<file path="config.mk">
export PLATFORM = sky130hd
export DESIGN_NAME = scan_decoder
export DESIGN_NICKNAME = d
export VERILOG_FILES = /design/src/rtl/scan_decoder.sv
export SDC_FILE = /design/constraint.sdc
export NUM_CORES = 1
export LEC_CHECK = 0
export CAP_MARGIN = 20
export CORE_UTILIZATION = 52
export DETAILED_ROUTE_END_ITERATION = 8
export PLACE_DENSITY = 0.79
export SLEW_MARGIN = 40
export SYNTH_ARGS = -nofsm -noshare
export SYNTH_HDL_FRONTEND = slang
export SYNTH_SLANG_ARGS = --single-unit
</file>
<file path="constraint.sdc">
create_clock -name clk -period 3.2 [get_ports clk]
set_input_delay 0.32 -clock clk [delete_from_list [all_inputs] [get_ports clk]]
set_output_delay 0.32 -clock clk [all_outputs]
set_load 0.05 [all_outputs]
</file>
<file path="src/rtl/scan_decoder.sv">
`default_nettype none
// ============================================================================
// Module   : scan_decoder
// Brief    : Registered N-to-2^N decoder with one-hot, thermometer,
//            active-low and auto-scan walking-one modes.
// Revision : 1.0
// ============================================================================
module scan_decoder #(
    parameter int SEL_W   = 3,
    parameter int DWELL_W = 8
) (
    input  logic                  clk,
    input  logic                  rst,
    input  logic                  enable,
    input  logic [1:0]            mode,
    input  logic [SEL_W-1:0]      din,
    input  logic                  load,
    input  logic [DWELL_W-1:0]    dwell,
    output logic [2**SEL_W-1:0]   dout,
    output logic                  valid,
    output logic [SEL_W-1:0]      scan_idx,
    output logic                  wrap
);

    localparam int OUT_W = 2**SEL_W;

    localparam logic [1:0] C_MODE_ONEHOT = 2'b00;
    localparam logic [1:0] C_MODE_THERM  = 2'b01;
    localparam logic [1:0] C_MODE_SCAN   = 2'b10;
    localparam logic [1:0] C_MODE_ACTLOW = 2'b11;

    typedef enum logic [0:0] {
        ST_DECODE = 1'b0,
        ST_SCAN   = 1'b1
    } state_t;

    state_t               r_state, w_state_nxt;
    logic [OUT_W-1:0]     r_dout, w_dout_nxt;
    logic                 r_valid, w_valid_nxt;
    logic [SEL_W-1:0]     r_scan_idx, w_idx_nxt;
    logic                 r_wrap, w_wrap_nxt;
    logic [DWELL_W-1:0]   r_cnt, w_cnt_nxt;
    logic [DWELL_W-1:0]   r_cap, w_cap_nxt;
    logic [OUT_W-1:0]     w_therm;

    always_comb begin
        w_therm = '0;
        for (int i = 0; i < OUT_W; i++) begin
            w_therm[i] = (SEL_W'(i) <= din);
        end
    end

    always_ff @(posedge clk or posedge rst) begin
        if (rst) begin
            r_state    <= ST_DECODE;
            r_dout     <= '0;
            r_valid    <= 1'b0;
            r_scan_idx <= '0;
            r_wrap     <= 1'b0;
            r_cnt      <= '0;
            r_cap      <= '0;
        end else begin
            r_state    <= w_state_nxt;
            r_dout     <= w_dout_nxt;
            r_valid    <= w_valid_nxt;
            r_scan_idx <= w_idx_nxt;
            r_wrap     <= w_wrap_nxt;
            r_cnt      <= w_cnt_nxt;
            r_cap      <= w_cap_nxt;
        end
    end

    always_comb begin
        w_state_nxt = (mode == C_MODE_SCAN) ? ST_SCAN : ST_DECODE;
        w_dout_nxt  = '0;
        w_valid_nxt = enable;
        w_idx_nxt   = r_scan_idx;
        w_wrap_nxt  = 1'b0;
        w_cnt_nxt   = r_cnt;
        w_cap_nxt   = r_cap;

        if (mode == C_MODE_SCAN) begin
            // Entry and load both restart the walk; load wins over advance.
            if (r_state == ST_DECODE || load) begin
                w_idx_nxt = din;
                w_cap_nxt = dwell;
                w_cnt_nxt = '0;
            end else if (enable) begin
                if (r_cnt == r_cap) begin
                    w_cnt_nxt  = '0;
                    w_idx_nxt  = r_scan_idx + SEL_W'(1);
                    w_wrap_nxt = (r_scan_idx == {SEL_W{1'b1}});
                end else begin
                    w_cnt_nxt = r_cnt + DWELL_W'(1);
                end
            end
            if (enable) begin
                w_dout_nxt = OUT_W'(1) << w_idx_nxt;
            end
        end else if (enable) begin
            case (mode)
                C_MODE_ONEHOT: w_dout_nxt = OUT_W'(1) << din;
                C_MODE_THERM:  w_dout_nxt = w_therm;
                C_MODE_ACTLOW: w_dout_nxt = ~(OUT_W'(1) << din);
                default:       w_dout_nxt = '0;
            endcase
        end else if (mode == C_MODE_ACTLOW) begin
            // Blanked active-low lines idle high.
            w_dout_nxt = '1;
        end
    end

    assign dout     = r_dout;
    assign valid    = r_valid;
    assign scan_idx = r_scan_idx;
    assign wrap     = r_wrap;

endmodule
`default_nettype wire

</file>
=== Word level (Yosys, flattened, before mapping) ===
Cells that the tools add are included.
W data, S select, Z words.

* Bits of input ports: 17
* Bits in registers: 30
* Memory bits (writable): 0
* Latch bits: 0
* Logic and storage cells: 48
* Memories kept: 0
* ROM bits: 0
* Output and inout bits: 13

* Div/mod/pow operators: 0
* Equality and inequality tests: 5
* Reduce and logical (&&, ||, !) cells: 5
* Add/sub/neg operators: 2
* Bitwise gates (word level): 2
* Shifts and indexed selects: 2
* Muxes and demuxes: 17
* $lt $le $gt $ge: 8
* Multiply operators: 0

{| class="wikitable"
|+ Operators by type and width
! operator !! number
|-
| $mux W8 || 7
|-
| $pmux W8 S3 || 1
|-
| $shl A1 B3 Y8 const A || 2
|-
| $le A3 B3 Y1 const A || 4
|-
| $mux W3 || 4
|-
| $add A8 B1 Y8 const B || 1
|-
| $eq A8 B8 Y1 || 1
|-
| $not A8 Y8 || 1
|-
| $le A1 B3 Y1 const A || 2
|-
| $le A2 B3 Y1 const A || 2
|-
| $mux W1 || 5
|-
| $eq A2 B2 Y1 const B || 2
|-
| $reduce_and A2 Y1 || 2
|-
| $add A3 B1 Y3 const B || 1
|-
| $eq A3 B3 Y1 const B || 1
|-
| $eq A2 B1 Y1 const B || 1
|-
| $logic_not A2 Y1 || 1
|-
| $reduce_bool A2 Y1 || 1
|-
| $logic_or A1 B1 Y1 || 1
|-
| $not A1 Y1 || 1
|}

=== Logic depth before layout (Yosys ltp) ===
* Depth in word-level cells: 8
* Gate-level depth with buffers: 8
* Depth with buffers taken out: 6

=== Worst setup path after synthesis ===
No wires, ideal clock.

* Path type: register to register
* From: reg r_scan_idx[0], in the netlist scan_idx[0]
* To: reg r_dout[6], in the netlist dout[6]
* Buffers on the path: 0
* Period minus slack after synthesis: 2,110 ps
* Path slack: 1,090 ps
* Cell stages (with the launch flop): 7
* Data arrival time: 2,015 ps
* Setup time: 95 ps
* Data required time: 3,105 ps
* Path through: dfrtp_1 > ha_1 > ha_1 > nor2_1 > and4_4 > or4_4 > o31ai_1

* Cells in the longest elaborated chain, start to end: 8

{| class="wikitable"
|+ RTL lines
! what !! RTL line !! text
|-
| start, declared || 40 || <nowiki>logic [SEL_W-1:0] r_scan_idx, w_idx_nxt;</nowiki>
|-
| start signal, assigned || 66 || <nowiki>r_scan_idx <= w_idx_nxt;</nowiki>
|-
| $add A3 B1 Y3 || 91 || <nowiki>w_idx_nxt = r_scan_idx + SEL_W'(1);</nowiki>
|-
| $mux W3 || 89 || <nowiki>if (r_cnt == r_cap) begin</nowiki>
|-
| $mux W3 * || 88 || <nowiki>end else if (enable) begin</nowiki>
|-
| $mux W3 * || 84 || <nowiki>if (r_state == ST_DECODE || load) begin</nowiki>
|-
| $mux W3 * || 82 || <nowiki>if (mode == C_MODE_SCAN) begin</nowiki>
|-
| $shl A1 B3 Y8 * || 98 || <nowiki>w_dout_nxt = OUT_W'(1) << w_idx_nxt;</nowiki>
|-
| $mux W8 * || 97 || <nowiki>if (enable) begin</nowiki>
|-
| $mux W8 * || 82 ||
|-
| via w_dout_nxt[6] || 38 || <nowiki>logic [OUT_W-1:0] r_dout, w_dout_nxt;</nowiki>
|-
| end signal, assigned || 64 || <nowiki>r_dout <= w_dout_nxt;</nowiki>
|-
| end, declared || 38 ||
|}

The timed path passes the listed nets; every way through them passes the cells marked *. The select of a mux whose other input is x is not followed.
A chain may end at the register's enable or synchronous reset.

=== Final worst setup path ===
* From: reg r_cnt[0]
* To: reg r_dout[5], in the netlist dout[5]

* Cells in the longest elaborated chain, start to end: 8

{| class="wikitable"
|+ RTL lines
! what !! RTL line !! text
|-
| start, declared || 42 || <nowiki>logic [DWELL_W-1:0] r_cnt, w_cnt_nxt;</nowiki>
|-
| start signal, assigned || 68 || <nowiki>r_cnt <= w_cnt_nxt;</nowiki>
|-
| $eq A8 B8 Y1 || 89 ||
|-
| $mux W3 || 89 ||
|-
| $mux W3 || 88 ||
|-
| $mux W3 || 84 ||
|-
| $mux W3 || 82 ||
|-
| $shl A1 B3 Y8 || 98 ||
|-
| $mux W8 || 97 ||
|-
| $mux W8 || 82 ||
|-
| via w_dout_nxt[5] || 38 ||
|}

The timed path passes the listed nets, and every way through them passes these cells. The select of a mux whose other input is x is not followed.

==> metrics <==
status completed; unrepaired setup endpoints after global routing no; worst reg2reg endpoint dout[5]$_DFF_PP0_; # IOs 30; Tmin final 2348 ps; dpl cells 238; CTS max path bufs 2; vias in the first global route 1,249; number of enable flip-flop cells after synthesis 0; Resized Gates After CTS 0; clk_lat worst skew 340 ps; HP Class input pin to asynchronous set/reset pin; Worst Slack Setup Final 851.9 ps; GPL Wtd Cong 0.8724; ys flop type dfrtp_1; DP HPWL 2.672 mm; Clock Sinks 30; final hold violation count 0; reg2reg start r_cnt[0]$_DFFE_PP0P_; nets 221; register area share after synthesis 42.70%; Area growth syn-to-layout 19.22%; Pleak 0.8674 nW; syn avg cell area 9.932 um^2; Detailed Route Iter0 Violations 78; Critical Path RT 3430 ps; fin. max-slew vios 0; WL met1 1.769 mm; largest area contributor in the netlist dfrtp_1; maximum clock rate 0.4259 GHz; via count 1,453; Post-synth top cells dfrtp_1, nand2_1, o21ai_0, o31ai_1, a21oi_1; fin crit share 73.38%; post-route ant nets 0; initial antenna violation count 0; largest net degree at the start of global routing 31; critical path class flip-flop to flip-flop; # fillers 241; P per Cell Area 440.9 mW/mm^2; Slew Limit Headroom 53.82%; die area 0.003617 mm^2; Unique masters post-synth 41; netlist area before placement 0.001758 mm^2; CTS Buf Count 5; Routed WL per cell 14.57 um; Post-CTS Setup Bufs 0; Residual DRC 0; wire length on met3 273 um; clock slew at reported path FFs 100 ps; Synth top area share 42.70%; Post-Layout Cell Count 246; routed wl met2 1.493 mm; worst-case reg-to-reg path depth 5; Starting Density 56.20%; Worst Tran Pin Value 687.5 ps; global route overflow 0; Die Ht 60.15 um; vias per std cell 5.907; FF+latch count, synth 30; Max Cap Viol 0; I/O Buffers 29; CTS Hold Buffers Added 0; Finished Cell Area 0.002096 mm^2; core area 0.003128 mm^2; drt pass-1 iters 4; final core occ 67.00%; post-place instance area 0.002036 mm^2; setup TNS 0 ps; dominant cells by area after synthesis dfrtp_1, mux2_2, o31ai_1; # rows 20; Async SR Flop Fraction 100.0%; DR top layer met4; crit-path max FO 12; DRT Wirelength 3.584 mm; most common cell in the netlist dfrtp_1; endpoints failing setup 0; count of mapped cells out of synthesis 177; worst reg2reg setup slack 850 ps; clk_skew 13.98 ps; number of antenna diodes 0; Die Wd 60.15 um; Ys Warns 0; first-pass GRT wire length 5.858 mm; CP startpoint kind flip-flop; layout cells sized above 1 14.85%; overall routing resource usage 22.96%; Critical Path AT 2580 ps; CTS tree yes; Post-Syn Nets 197; H-tree depth 2; CTS root buf clkbuf_4; VDD IR max 0.3476 mV; Post-Place Worst Slack 884.3 ps; crit end category flip-flop
[kinds of logic after synthesis]
kind of cell | count (synthesis) | synth area share, %
AO/OA/AOI/OAI | 62 | 23.06
AND/OR/NAND/NOR | 45 | 15.73
flip-flops | 30 | 42.70
buffers and inverters | 19 | 5.551
multiplexers | 10 | 6.406
XOR/XNOR | 8 | 4.413
adder cells (fa/ha/maj) | 3 | 2.135
[through the flow]
stage	total power, mW	hold WS [ps]
floorplan	0.6243	351.4
global placement	0.6894	513.9
detailed placement	0.6981	520.5
CTS	0.9282	381.9
global route	0.9698	430.5
finish	0.9240	360.8
[flip-flops by register name, summed over array words and instances, names as in the netlist]
name      count
valid         1
scan_idx      3
r_state       1
r_cnt         8
wrap          1
dout          8
r_cap         8
[per-layer routing]
| metal | vias up | GRT usage [%] |
|---|---|---|
| met4 | 0 | 7.309 |
| met3 | 6 | 7.792 |
| li1 | 705 | - |
| met5 | - | 0 |
| met1 | 687 | 33.24 |
| met2 | 55 | 31.87 |
[where the power goes]
group	leakage, nW	switching, mW	internal (mW)
registers	0.380	0.0261	0.413
clock network	0.0353	0.127	0.106
logic	0.452	0.152	0.0991
[worst max-delay path by stage]
stage / startpoint / to / depth (start not counted)
floorplan: scan_idx[0]$_DFFE_PP0P_ / dout[6]$_DFF_PP0_ / 6
detailed placement: load / dout[5]$_DFF_PP0_ / 5
finish: r_cnt[0]$_DFFE_PP0P_ / dout[5]$_DFF_PP0_ / 5
global placement: mode[0] / r_cnt[7]$_DFFE_PP0P_ / 7
CTS: r_cnt[0]$_DFFE_PP0P_ / dout[5]$_DFF_PP0_ / 5
global route: r_cnt[0]$_DFFE_PP0P_ / dout[2]$_DFF_PP0_ / 5
[layout make-up]
class	instances	area [um^2]	share of cell area, %
Inverter	6	22.52	1.075
Tap cell	44	55.05	2.627
Sequential cell	30	750.7	35.82
Timing Repair Buffer	30	297.8	14.21
Multi-Input combinational cell	128	909.6	43.40
Clock buffer	7	55.05	2.627
Clock inverter	1	5.005	0.2388
[placed cells by master, fill, tap and decap left out, types with 2 or more instances in the layout]
master | Yosys | routed
dfrtp_1 | 30 | 30
inv_1 | 6 | 5
nand3_1 | 5 | 5
nand4_1 | 3 | 3
a31oi_1 | 6 | 6
a211oi_1 | 3 | 3
a21oi_1 | 11 | 11
a22o_1 | 2 | 2
mux2_2 | 10 | 10
nor2_1 | 9 | 9
nand2_1 | 12 | 12
o21ai_1 | 3 | 3
clkdlybuf4s50_1 | 0 | 29
o31ai_1 | 12 | 12
xor2_1 | 7 | 7
o21ai_0 | 12 | 12
nand2b_1 | 4 | 4
ha_1 | 3 | 3
o22ai_1 | 3 | 3
clkbuf_4 | 0 | 5
a31o_2 | 2 | 2
nor3_1 | 2 | 2
nor4_4 | 2 | 2
[critical path, cell delays in order (launching register included)]
cell      delay, ps
dfrtp_1         470
xor2_1          200
nor4_4          650
a311oi_1        210
or4_4           470
o31ai_1         240
No activity file was read; power rests on OpenSTA's default activity.
